`config.mk`:
```
export PLATFORM = sky130hd
export DESIGN_NAME = prog_loader
export DESIGN_NICKNAME = d
export VERILOG_FILES = /design/src/rtl/prog_loader.sv
export SDC_FILE = /design/constraint.sdc
export NUM_CORES = 1
export LEC_CHECK = 0
export CORE_MARGIN = 1.5
export CORE_UTILIZATION = 55
export DETAILED_ROUTE_END_ITERATION = 8
export PLACE_DENSITY_LB_ADDON = 0.15
export RECOVER_POWER = 25
export SLEW_MARGIN = 15
export SYNTH_ARGS = -nofsm -noshare
export SYNTH_HDL_FRONTEND = slang
export SYNTH_SLANG_ARGS = --single-unit
```
`constraint.sdc`:
```
create_clock -name clk -period 7.85 [get_ports clk]
set_clock_uncertainty 0.1 [all_clocks]
set_input_delay 1.57 -clock clk [delete_from_list [all_inputs] [get_ports clk]]
set_output_delay 1.57 -clock clk [all_outputs]
set_load 0.03 [all_outputs]
```
`src/rtl/prog_loader.sv`:
```
// prog_loader: receives a program as a byte stream and writes it, one 32-bit
// word at a time, into the instruction BRAM while the CPU is held in stall.
//
// Ports:
//   clk, rst       - clock, asynchronous active-high reset
//   start          - one-cycle load request (honoured in IDLE/DONE/ERROR only)
//   word_count     - words to load, latched on an accepted start
//   s_byte/s_valid - incoming byte stream; s_ready is the accept handshake
//   w_addr/w_dat   - BRAM write port (byte address, word data)
//   w_enb          - BRAM write enable, one cycle per word
//   cpu_stall      - holds the core; low only once a load has completed
//   done, err      - sticky completion / timeout-abort flags
//   words_written  - words written in the current or last load
module prog_loader #(
  parameter int unsigned ADDR_WIDTH     = 10,
  parameter int unsigned TIMEOUT_CYCLES = 1000000
) (
  input  logic                  clk,
  input  logic                  rst,
  input  logic                  start,
  input  logic [ADDR_WIDTH-2:0] word_count,
  input  logic [7:0]            s_byte,
  input  logic                  s_valid,
  output logic                  s_ready,
  output logic [ADDR_WIDTH-1:0] w_addr,
  output logic [31:0]           w_dat,
  output logic                  w_enb,
  output logic                  cpu_stall,
  output logic                  done,
  output logic                  err,
  output logic [ADDR_WIDTH-2:0] words_written
);

  localparam int unsigned CW        = ADDR_WIDTH - 1;
  localparam int unsigned MAX_WORDS = 1 << (ADDR_WIDTH - 2);
  localparam int unsigned TW        = (TIMEOUT_CYCLES < 2) ? 1 : $clog2(TIMEOUT_CYCLES + 1);

  typedef enum logic [2:0] {
    S_IDLE,
    S_RECV,
    S_WRITE,
    S_DONE,
    S_ERROR
  } state_t;

  state_t          state;
  logic [1:0]      byte_idx;
  logic [CW-1:0]   word_idx;
  logic [CW-1:0]   word_total;
  logic [31:0]     asm_word;
  logic [TW-1:0]   idle_cnt;

  // Requested length clipped to what the BRAM address range can hold.
  logic [CW-1:0]   count_sat_c;
  assign count_sat_c = (word_count > CW'(MAX_WORDS)) ? CW'(MAX_WORDS) : word_count;

  // Load sequencer; every output is registered alongside the state.
  always_ff @(posedge clk or posedge rst) begin
    if (rst) begin
      state         <= S_IDLE;
      s_ready       <= 1'b0;
      w_enb         <= 1'b0;
      w_addr        <= '0;
      w_dat         <= '0;
      cpu_stall     <= 1'b1;
      done          <= 1'b0;
      err           <= 1'b0;
      words_written <= '0;
      byte_idx      <= '0;
      word_idx      <= '0;
      word_total    <= '0;
      asm_word      <= '0;
      idle_cnt      <= '0;
    end else begin
      case (state)
        S_IDLE, S_DONE, S_ERROR: begin
          if (start) begin
            err           <= 1'b0;
            words_written <= '0;
            byte_idx      <= '0;
            word_idx      <= '0;
            idle_cnt      <= '0;
            if (word_count == '0) begin
              state     <= S_DONE;
              done      <= 1'b1;
              cpu_stall <= 1'b0;
            end else begin
              state      <= S_RECV;
              done       <= 1'b0;
              s_ready    <= 1'b1;
              cpu_stall  <= 1'b1;
              word_total <= count_sat_c;
            end
          end
        end

        S_RECV: begin
          if (s_valid) begin
            // Little-endian assembly; the fourth byte goes straight to w_dat.
            asm_word[{byte_idx, 3'b000} +: 8] <= s_byte;
            byte_idx <= byte_idx + 2'd1;
            idle_cnt <= '0;
            if (byte_idx == 2'd3) begin
              state   <= S_WRITE;
              s_ready <= 1'b0;
              w_enb   <= 1'b1;
              w_addr  <= {word_idx[ADDR_WIDTH-3:0], 2'b00};
              w_dat   <= {s_byte, asm_word[23:0]};
            end
          end else if ((TIMEOUT_CYCLES != 0) && (idle_cnt == TW'(TIMEOUT_CYCLES - 1))) begin
            // Stream stalled too long: abandon the partial word.
            state    <= S_ERROR;
            s_ready  <= 1'b0;
            err      <= 1'b1;
            byte_idx <= '0;
            idle_cnt <= '0;
          end else if (TIMEOUT_CYCLES != 0) begin
            idle_cnt <= idle_cnt + TW'(1);
          end
        end

        S_WRITE: begin
          w_enb         <= 1'b0;
          words_written <= words_written + CW'(1);
          if (word_idx == word_total - CW'(1)) begin
            state     <= S_DONE;
            done      <= 1'b1;
            cpu_stall <= 1'b0;
          end else begin
            state    <= S_RECV;
            word_idx <= word_idx + CW'(1);
            byte_idx <= '0;
            idle_cnt <= '0;
            s_ready  <= 1'b1;
          end
        end

        default: begin
          state     <= S_IDLE;
          s_ready   <= 1'b0;
          w_enb     <= 1'b0;
          cpu_stall <= 1'b1;
        end
      endcase
    end
  end

endmodule
```
# Word level (Yosys, flattened, before mapping)
# Index checks and enable logic that the tools add are counted.
[classes]
add_sub_neg = 6
n_mul = 0
div = 0
magnitude_cmp = 1
eq_ne = 17
n_shift = 2
mux = 45
n_bitwise = 3
n_reduce_logical = 19
[op_table]
columns = ["op", "count"]
rows = [
  ["two-way mux 20 bit", 4],
  ["one-hot mux 20 bit (3 select lines)", 1],
  ["one-hot mux 9 bit (2 select lines)", 2],
  ["bitwise mux 32 bit", 1],
  ["variable shift 8 x 7 -> 32 bit, first input constant", 1],
  ["indexed part select 8 x 7 -> 32 bit", 1],
  ["two-way mux 9 bit", 3],
  ["AND reduction 3 bit", 8],
  ["adder 20 x 1 -> 20 bit, second input constant", 1],
  ["== test 20 bit, second input constant", 1],
  ["adder 9 x 1 -> 9 bit, second input constant", 2],
  ["two-way mux 1 bit", 17],
  ["inequality test 2 bit, second input constant", 8],
  ["two-way mux 2 bit", 6],
  ["two-way mux 3 bit", 4],
  ["== test 9 bit", 1],
  ["greater-than comparator 9 bit, second input constant", 1],
  ["logical NOT 9 bit", 1],
  ["one-hot mux 3 bit (3 select lines)", 1],
  ["subtractor 9 x 1 -> 9 bit, second input constant", 1],
  ["AND reduction 4 bit", 2],
  ["negator 5 -> 7 bit", 1],
  ["== test 3 x 2 -> 1 bit, second input constant", 2],
  ["inequality test 3 bit, second input constant", 2],
  ["14 further kinds", 21],
]
[totals]
register_bits = 129
latchBits = 0
ramBits = 0
mem_bits_ro = 0
out_inout_bits = 56
memories = 0

# Logic depth before layout (Yosys ltp)
# Gate-level depths: netlist of the first run.
[logic_depth]
word_depth = 4
depth_mapped = 10
ltp_nobuf = 9

# Worst setup path after synthesis of the first run
# Ideal clock, no wire load.
[synth_path]
path_type = "input to register"
startpoint = "input s_valid"
endpoint = "register idle_cnt[10]"
arrival_ns = 2.822
required_time_ns = 7.662
slack_ns = 4.839
path_stages = 6
path_buffers = 2
path_cell_list = "or3_1 nor2_1 clkbuf_1 clkbuf_1 a21oi_1 a41oi_1"
[synth_via]
elab_chain_len = 2
[synth_rtl]
columns = ["item", "line", "rtl"]
rows = [
  ["start: declaration", "23", "input logic s_valid,"],
  ["two-way mux 20 bit", "98", "if (s_valid) begin"],
  ["one-hot mux 20 bit (3 select lines)", "75", "case (state)"],
  ["end signal: assignment", "118", "idle_cnt <= idle_cnt + TW'(1);"],
  ["end: declaration", "51", "logic [TW-1:0] idle_cnt;"],
]
# Every way passes these cells.
# A chain may end at the register's enable or synchronous reset.

# Worst setup path after layout of the first run
[layout_path]
startpoint = "register idle_cnt[0]"
endpoint = "register state[1]"
[layout_via]
elab_chain_len = 3
[layout_rtl]
columns = ["item", "line", "rtl"]
rows = [
  ["== test 20 bit", "110", "end else if ((TIMEOUT_CYCLES != 0) && (idle_cnt == TW'(TIMEOUT_CYCLES - 1))) begin"],
  ["inequality test 3 bit (no line)", "-", ""],
  ["AND reduction 3 bit (no line)", "-", ""],
  ["end signal: assignment", "104", "state <= S_WRITE;"],
  ["end signal: assignment", "112", "state <= S_ERROR;"],
  ["end signal: assignment", "126", "state <= S_DONE;"],
  ["end: declaration", "46", "state_t state;"],
]
# Every way passes these cells.

==> impl_metrics.json, run 1 <==
{
  "power_density_nw_per_um2": 309.4,
  "grt_max_degree": 68,
  "slew_headroom_pct": -59.32,
  "netlist_top_cells_area": "dfrtp_1 (52%), mux2_2 (8.4%), nand2_1 (6.0%)",
  "initial_core_util_pct": 56.05,
  "nNetsFinal": 662,
  "drive_above_1_share_pct": 13.18,
  "portBuffers": 74,
  "leakagePower_nw": 3.298,
  "synth_edf_count": 0,
  "yosys.area.top_type": "dfrtp_1",
  "swShare_pct": 35.56,
  "fin_crit_sh_pct": 53.68,
  "post-place-ws_ps": 3731,
  "clockBufferDepth": 2,
  "place_area_sq_um": 6561,
  "hold_buffers": 0,
  "clkPwrFrac_pct": 32.5,
  "status": "finished with violations",
  "yosys_most_used_dff": "dfrtp_1",
  "startpoint_type": "flop",
  "crit_fanout": 18,
  "comb_power_share_pct": 29.6,
  "worstSetupPathType": "flop to flop",
  "hold_viol": 0,
  "cp_slowest_stage_delay_ps": 1810,
  "violations": "capacitance limit, slew limit",
  "finalSetupViolations": 0,
  "final_cell_mix": "dfrtp_1 (120), nand2_1 (92), clkdlybuf4s50_1 (71), o21ai_0 (48), mux2_2 (43)",
  "fmax_mhz": 237.3,
  "synth_area_sq_um": 5734,
  "avgSynthCellArea_sq_um": 10.22,
  "ys_ff_latch": 121,
  "htree_levels": 4,
  "rows": 37,
  "required_ps": 8100,
  "first_iter_violations": 192,
  "hpwl_um": 8345,
  "grt_pass1_wl_um": 21240,
  "die_h_um": 105.1,
  "cts-buffers-inserted": 17,
  "layout_commonest_cell": "dfrtp_1",
  "synth_top_area_share_pct": 52.37,
  "worst-slew-pin-transition_ps": 2377,
  "wire_per_inst_um": 16.17,
  "p_seq_share_pct": 37.9,
  "syn_inst": 561,
  "io-pin-count": 77,
  "worstPathCellList": "ha_1 > nand2_1 > or2_0 > o31ai_1 > o221ai_1 > nor3_1 > o21ai_0",
  "hp-class": "flop to flop",
  "p_int_mw": 1.414,
  "drv_cap": 2,
  "die_width_um": 105.1,
  "grt_pass1_vias": 4438,
  "grt.total_usage_pct": 24.39,
  "drtPass1Iterations": 5,
  "utilization_pct": 69.30,
  "cp_slowest_cell": "o31ai_1",
  "finalSetupTns_ps": 0,
  "synthArstFlopShare_pct": 100.0,
  "cts_tree": "yes",
  "whs_ps": 377.3,
  "via_count": 4555,
  "p_switching_uw": 780.2,
  "drcViolationCount": 0,
  "yosysSeqAreaShare_pct": 52.83,
  "overflow": 0,
  "ys_types": 55,
  "fin_area_sq_um": 7091,
  "nFillCells": 795,
  "postCtsSetupBuffers": 0,
  "postRouteWirelength_um": 12630,
  "drv_slew": 75,
  "antenna_found_initial": 0,
  "core-area_sq_um": 10230,
  "yosysWarnings": 0,
  "insertion_delay_ps": 510,
  "min_period_ps": 4214,
  "dieArea_sq_um": 11050,
  "cp-end-kind": "flop",
  "numClockSinks": 121,
  "cts-root-buf": "clkbuf_8",
  "antenna_cells": 0,
  "place.gp.congestion": 0.8240,
  "peakVddDrop_uv": 203.1,
  "viasPerCell": 5.832,
  "rsz0062_at_grt": "false",
  "area_growth_pct": 23.65,
  "post_cts_resized": 0,
  "postRouteAntennaNets": 0,
  "setup_slack_ps": 3636,
  "clkTransAtPathRegs_ps": 60,
  "arrival_ps": 4460
}
-- layer usage --
| layer | vias to the layer above | track usage (%) | part of all wire [%] |
|---|---|---|---|
| li1 | 2164 | - | - |
| met1 | 2230 | 31.93 | 44 |
| met2 | 138 | 39.50 | 49 |
| met3 | 23 | 5.864 | 5.3 |
| met4 | 0 | 9.100 | 1.7 |
| met5 | - | 0 | 0 |
-- final cells by class --
cell class / instances / area [sq um] / share of cell area, %
inverter: 9 / 35.03 / 0.4941
clock buffer: 18 / 427.9 / 6.035
tap: 136 / 170.2 / 2.400
timing repair buffer: 77 / 763.2 / 10.76
sequential: 121 / 3029 / 42.72
multi-input combinational: 406 / 2542 / 35.86
clock inverter: 14 / 122.6 / 1.729
-- flip-flops by register name, indices dropped and copies added, names as in the netlist --
name	count
byte_idx	2
done	1
s_ready	1
cpu_stall	1
w_enb	1
asm_word	24
state	3
w_addr	8
word_idx	9
w_dat	32
word_total	9
err	1
words_written	9
idle_cnt	20
-- cell families after synthesis --
group,after synthesis,share of synthesized area (%)
other,1,0.06540
adders and majority gates,9,1.964
and+or+nand+nor,219,18.68
DFF,121,52.83
AOI/OAI and AO/OA,118,13.11
muxes,46,8.968
buffers and inverters,35,2.553
xor gates and xnor gates,12,1.833
-- power by group through the flow --
stage / sequential, mW / combinational [mW] / clock (mW)
after floorplan: 0.882 / 0.403 / 0
after global placement: 0.832 / 0.629 / 0
after detailed placement: 0.840 / 0.645 / 0
after CTS: 0.830 / 0.654 / 0.723
after global routing: 0.847 / 0.720 / 0.754
final: 0.831 / 0.649 / 0.714
-- worst paths after layout --
path | startpoint | end | slack, ps | depth (start not counted)
setup / recovery | idle_cnt[0] | state[1] | 3640 | 7
hold / removal | err | err | 380 | 1
setup reg to reg | idle_cnt[0] | state[1] | 3640 | 7
hold reg to reg | err | err | 380 | 1
max in group asynchronous | rst | word_idx[3] | 3920 | 3
min in group asynchronous | rst | idle_cnt[15] | 2050 | 2
-- critical path: cells and delay by family, from the launching register on --
family / cells / cell delay (ps)
compound gates: 3 / 2580
flops: 1 / 410
fa+ha+maj: 1 / 260
simple gates: 3 / 700
-- Yosys cell counts, drive strengths merged, types with 2 or more instances --
cell type,number
inv,9
nor4b,2
nor3b,6
a211o,7
and3,13
nand3,22
and2,2
nand3b,5
a41oi,2
or3,2
nor4,7
nor2,27
nand2b,7
a21o,3
xor2,2
o21a,2
ha,9
o211a,7
mux2,43
mux2i,3
a22o,4
nand2,92
o31ai,7
clkbuf,15
a21oi,27
o21ai,48
or4,3
buf,11
or2,3
o211ai,2
a31oi,2
nand4,11
dfrtp,120
xnor2,10
nor3,14
-- metrics by stage --
| stage | power [mW] | instances |
|---|---|---|
| global placement | 1.462 | 749 |
| floorplan | 1.285 | 562 |
| global route | 2.321 | 781 |
| detailed placement | 1.485 | 749 |
| CTS | 2.207 | 781 |
| finish | 2.194 | 781 |
(Power assumes the default switching activity.)
==> run 2: changes to the inputs <==
==> constraint.sdc (replaced) <==
create_clock -name clk -period 4.39 [get_ports clk]
set_clock_uncertainty 0.1 [all_clocks]
set_input_delay 0.878 -clock clk [delete_from_list [all_inputs] [get_ports clk]]
set_output_delay 0.878 -clock clk [all_outputs]
set_load 0.03 [all_outputs]
==> impl_metrics.json, run 2 (same netlist as run 1, synthesis figures left out) <==
{
  "status": "finished with violations",
  "violations": "capacitance limit, slew limit",
  "crit_family": "buffers and inverters",
  "power_density_nw_per_um2": 566.7,
  "wl_met3_um": 547,
  "utilization_pct": 70.16,
  "cts-buffers-inserted": 17,
  "core-area_sq_um": 10230,
  "rows": 37,
  "slew_headroom_pct": -61.06,
  "finalSetupTns_ps": 0,
  "portBuffers": 74,
  "hpwl_um": 8659,
  "final_cell_mix": "dfrtp_1 (120), nand2_1 (92), clkdlybuf4s50_1 (73), o21ai_0 (48), mux2_2 (43)",
  "viasPerCell": 5.848,
  "cts_tree": "yes",
  "routed.top_layer": "met4",
  "layout_commonest_cell": "dfrtp_1",
  "dieArea_sq_um": 11050,
  "peakVddDrop_uv": 314.3,
  "worstSetupPathType": "input pin to asynchronous set/reset pin",
  "wire_per_inst_um": 16.91,
  "postCtsSetupBuffers": 0,
  "cp-end-kind": "asynchronous set/reset pin",
  "rsz0062_at_grt": "false",
  "numClockSinks": 121,
  "stdcell_count": 783,
  "finalSetupViolations": 0,
  "grt_pass1_wl_um": 22260,
  "met1_length_um": 5846,
  "drtPass1Iterations": 4,
  "worstPathCellList": "dlygate4sd3_1 > inv_1",
  "hold_buffers": 0,
  "area_growth_pct": 25.18,
  "min_period_ps": 3146,
  "postRouteWirelength_um": 13240,
  "drive_above_1_share_pct": 13.60,
  "drv_slew": 64,
  "drv_cap": 1,
  "via_count": 4579,
  "post-place-ws_ps": 1417,
  "antenna_found_initial": 0,
  "crit_fanout": 64,
  "crit_buf_inv": 2,
  "fin_crit_sh_pct": 71.66,
  "postRouteAntennaNets": 0,
  "io-pin-count": 77,
  "fmax_mhz": 317.9,
  "worst-slew-pin-transition_ps": 2416,
  "overflow": 0,
  "nFillCells": 729,
  "htree_levels": 4,
  "cp_slowest_cell": "inv_1",
  "die_width_um": 105.1,
  "initial_core_util_pct": 56.05,
  "post_cts_resized": 0,
  "largest_reg_flops": 32,
  "hp-class": "flop to flop",
  "required_ps": 4420,
  "hold_viol": 0,
  "place_inst": 751,
  "arrival_ps": 3170,
  "place.gp.congestion": 0.8658,
  "grt_pass1_vias": 4652,
  "grt_max_degree": 65,
  "reg.largest.list": "w_dat x32, asm_word x24, idle_cnt x20",
  "clkTransAtPathRegs_ps": 60,
  "first_iter_violations": 227,
  "die_h_um": 105.1,
  "setup_slack_ps": 1244,
  "clockBufferDepth": 2,
  "leakagePower_nw": 3.332,
  "regMostFlops": "w_dat",
  "startpoint_type": "input pin",
  "insertion_delay_ps": 530,
  "grt.total_usage_pct": 25.43,
  "nNetsFinal": 664,
  "antenna_cells": 0,
  "wl_met2_um": 6490,
  "cp_slowest_stage_delay_ps": 1700,
  "drcViolationCount": 0,
  "cts-root-buf": "clkbuf_8"
}
-- run 2: cell types whose count changed in the layout (fill, tap and decap cells not counted), moves of 2 or more --
cell / previous run / this run
clkdlybuf4s50_1: 71 / 73
dlygate4sd3_1: 3 / 1
clkinv_2: 5 / 0
clkinv_4: 3 / 5
-- run 2: worst reg2reg max path, cell delays in order, from the launching register on --
cell and delay (ps):
dfrtp_1 460, inv_1 80, ha_1 270, and2_1 220, a211oi_1 250, o31ai_1 110
nand4_1 160, a211o_1 520, nand2_1 320, a211o_1 350
-- run 2: final cells by class --
class                      instances  area [sq um]  share of cell area [%]
clock buffer                      18         427.9                   5.961
clock inverter                    14         163.9                   2.283
inverter                           9         33.78                  0.4706
multi-input combinational        406          2562                   35.70
sequential                       121          3029                   42.20
tap                              136         170.2                   2.371
timing repair buffer              79         790.8                   11.02
-- run 2: through the flow --
stage	total power [mW]	cell area, sq um	hold slack (ps)
after floorplan	2.298	5738	346.0
after global placement	2.628	6589	358.3
after detailed placement	2.678	6589	372.3
after CTS	4.076	7181	386.8
after global routing	4.283	7178	404.2
final	4.068	7178	380.4
-- run 2: per-layer routing --
metal  GRT usage (%)  up-vias
li1                -     2167
met1           33.11     2240
met2           41.22      134
met3           5.614       38
met4           10.57        0
met5               0        -
-- run 2: worst paths after layout --
kind | slack (ps) | endpoint | cells after the start | from
setup reg to reg | 1440 | idle_cnt[7] | 9 | word_total[0]
setup / recovery | 1240 | idle_cnt[6] | 2 | rst
max in group clk | 1440 | idle_cnt[7] | 9 | word_total[0]
hold reg to reg | 380 | asm_word[18] | 2 | asm_word[18]
hold / removal | 380 | asm_word[18] | 2 | asm_word[18]
min in group asynchronous | 1530 | idle_cnt[18] | 2 | rst
-- run 2: power breakdown --
group | total [mW] | leakage [nW] | internal (mW) | switching [mW]
Clock | 1.38 | 0.280 | 0.835 | 0.540
Sequential | 1.49 | 1.65 | 1.30 | 0.191
Combinational | 1.20 | 1.40 | 0.478 | 0.726
==> run 3: changes to the inputs <==
==> constraint.sdc (replaced) <==
create_clock -name clk -period 3.09 [get_ports clk]
set_clock_uncertainty 0.1 [all_clocks]
set_input_delay 0.618 -clock clk [delete_from_list [all_inputs] [get_ports clk]]
set_output_delay 0.618 -clock clk [all_outputs]
set_load 0.03 [all_outputs]
==> impl_metrics.json, run 3 (same netlist as run 1, synthesis figures left out) <==
{
  "nFillCells": 752,
  "fin_area_sq_um": 7208,
  "arrival_ps": 2990,
  "crit_family": "compound AO/OA/AOI/OAI gates",
  "drv_slew": 0,
  "drtPass1Iterations": 4,
  "required_ps": 3370,
  "final_cell_mix": "dfrtp_1 (120), nand2_1 (92), clkdlybuf4s50_1 (73), o21ai_0 (48), mux2_2 (43)",
  "hp-class": "flop to flop",
  "hold_viol": 0,
  "postRouteWirelength_um": 12490,
  "min_period_ps": 2718,
  "regMostFlops": "w_dat",
  "hpwl_um": 8475,
  "via_count": 4501,
  "p_switching_mw": 1.963,
  "layout_commonest_cell": "dfrtp_1",
  "crit_buf_inv": 0,
  "antenna_found_initial": 0,
  "power_density_nw_per_um2": 797.3,
  "dieArea_sq_um": 11050,
  "nNetsFinal": 670,
  "swShare_pct": 34.16,
  "wire_per_inst_um": 15.85,
  "comb_power_share_pct": 29.5,
  "finalSetupTns_ps": 0,
  "die_h_um": 105.1,
  "leakagePower_nw": 3.360,
  "drv_cap": 0,
  "cp_slowest_cell": "o31ai_4",
  "worstPathCellList": "ha_1 > nand2_1 > or2_1 > o31ai_4 > o221ai_1 > nor3_1 > o21ai_0",
  "viasPerCell": 5.712,
  "grt.total_usage_pct": 24.53,
  "post_cts_resized": 0,
  "area_growth_pct": 25.70,
  "insertion_delay_ps": 520,
  "clockBufferDepth": 2,
  "grt_pass1_vias": 4415,
  "crit_fanout": 18,
  "clkPwrFrac_pct": 33.7,
  "slew_headroom_pct": 27.14,
  "startpoint_type": "flop",
  "p_seq_share_pct": 36.7,
  "place.gp.congestion": 0.9000,
  "io-pin-count": 77,
  "worst-slew-pin-transition_ps": 1087,
  "fmax_mhz": 368.0,
  "finalSetupViolations": 0,
  "rows": 37,
  "cp-end-kind": "flop",
  "grt_pass1_wl_um": 21550,
  "portBuffers": 74,
  "peakVddDrop_uv": 573.0,
  "place_area_sq_um": 6648,
  "die_width_um": 105.1,
  "p_int_mw": 3.784,
  "overflow": 0,
  "cp_slowest_stage_delay_ps": 710,
  "cts-root-buf": "clkbuf_8",
  "cts-buffers-inserted": 17,
  "grt_max_degree": 74,
  "hold_buffers": 0,
  "drive_above_1_share_pct": 13.96,
  "status": "finished clean",
  "postRouteAntennaNets": 0,
  "rsz0062_at_grt": "false",
  "clkTransAtPathRegs_ps": 60,
  "numClockSinks": 121,
  "core-area_sq_um": 10230,
  "worstSetupPathType": "flop to flop",
  "initial_core_util_pct": 56.05,
  "largest_reg_flops": 32,
  "drcViolationCount": 0,
  "first_iter_violations": 211,
  "postCtsSetupBuffers": 0,
  "reg.largest.list": "w_dat x32, asm_word x24, idle_cnt x20",
  "cts_tree": "yes",
  "fin_crit_sh_pct": 87.95,
  "htree_levels": 4,
  "antenna_cells": 0
}
run 3: cell count changes in the layout (fill, tap and decap cells not counted), sizes merged:
cell and change:
buf +4, bufinv +1, clkbuf +4, clkinv +1
clkinvlp -1, inv -4
run 3: cell type report:
cell class / instances / area (sq um) / share of cell area, %
multi-input combinational: 406 / 2557 / 35.48
inverter: 9 / 35.03 / 0.4860
tap: 136 / 170.2 / 2.361
clock buffer: 20 / 435.4 / 6.041
sequential: 121 / 3029 / 42.02
clock inverter: 11 / 147.6 / 2.048
timing repair buffer: 85 / 833.3 / 11.56
run 3: power groups by stage:
stage,clock (mW),sequential (mW),combinational [mW]
after floorplan,0,2.24,1.03
after global placement,0,2.11,1.64
after detailed placement,0,2.13,1.69
after CTS,1.97,2.11,1.71
after global routing,2.04,2.15,1.89
final,1.94,2.11,1.70
run 3: path summary, 6_finish.rpt:
path	start	endpoint	slack [ps]	cells past startpoint
min in group asynchronous	rst	w_addr[3]	660	2
max reg2reg	idle_cnt[0]	state[1]	370	7
max in group asynchronous	rst	idle_cnt[0]	710	3
max	idle_cnt[0]	state[1]	370	7
min	asm_word[14]	asm_word[14]	380	2
min reg2reg	asm_word[14]	asm_word[14]	380	2
run 3: per-layer routing:
layer	vias up	global-route usage (%)	share of wire [%]
met3	14	5.178	4.9
li1	2178	-	-
met5	-	0	0
met2	124	38.10	48
met1	2185	34.14	46
met4	0	8.904	1.0
run 3: tightest hold or removal path: stages (launching register included):
cell and delay, ps:
dfrtp_1 340, nand2_1 40, o21ai_0 60
run 3: metrics by stage:
step	total power, mW	hold slack, ps	util (%)	std cells	setup WS, ps
3_5_place_dp	3.818	366.6	64.97	757	424.1
5_1_grt	6.076	407.4	70.45	788	109.2
6_report	5.747	375.3	70.45	788	372.3
3_3_place_gp	3.755	359.6	64.97	757	507.9
2_1_floorplan	3.265	346.0	-	562	825.7
4_1_cts	5.782	379.7	70.67	788	393.3
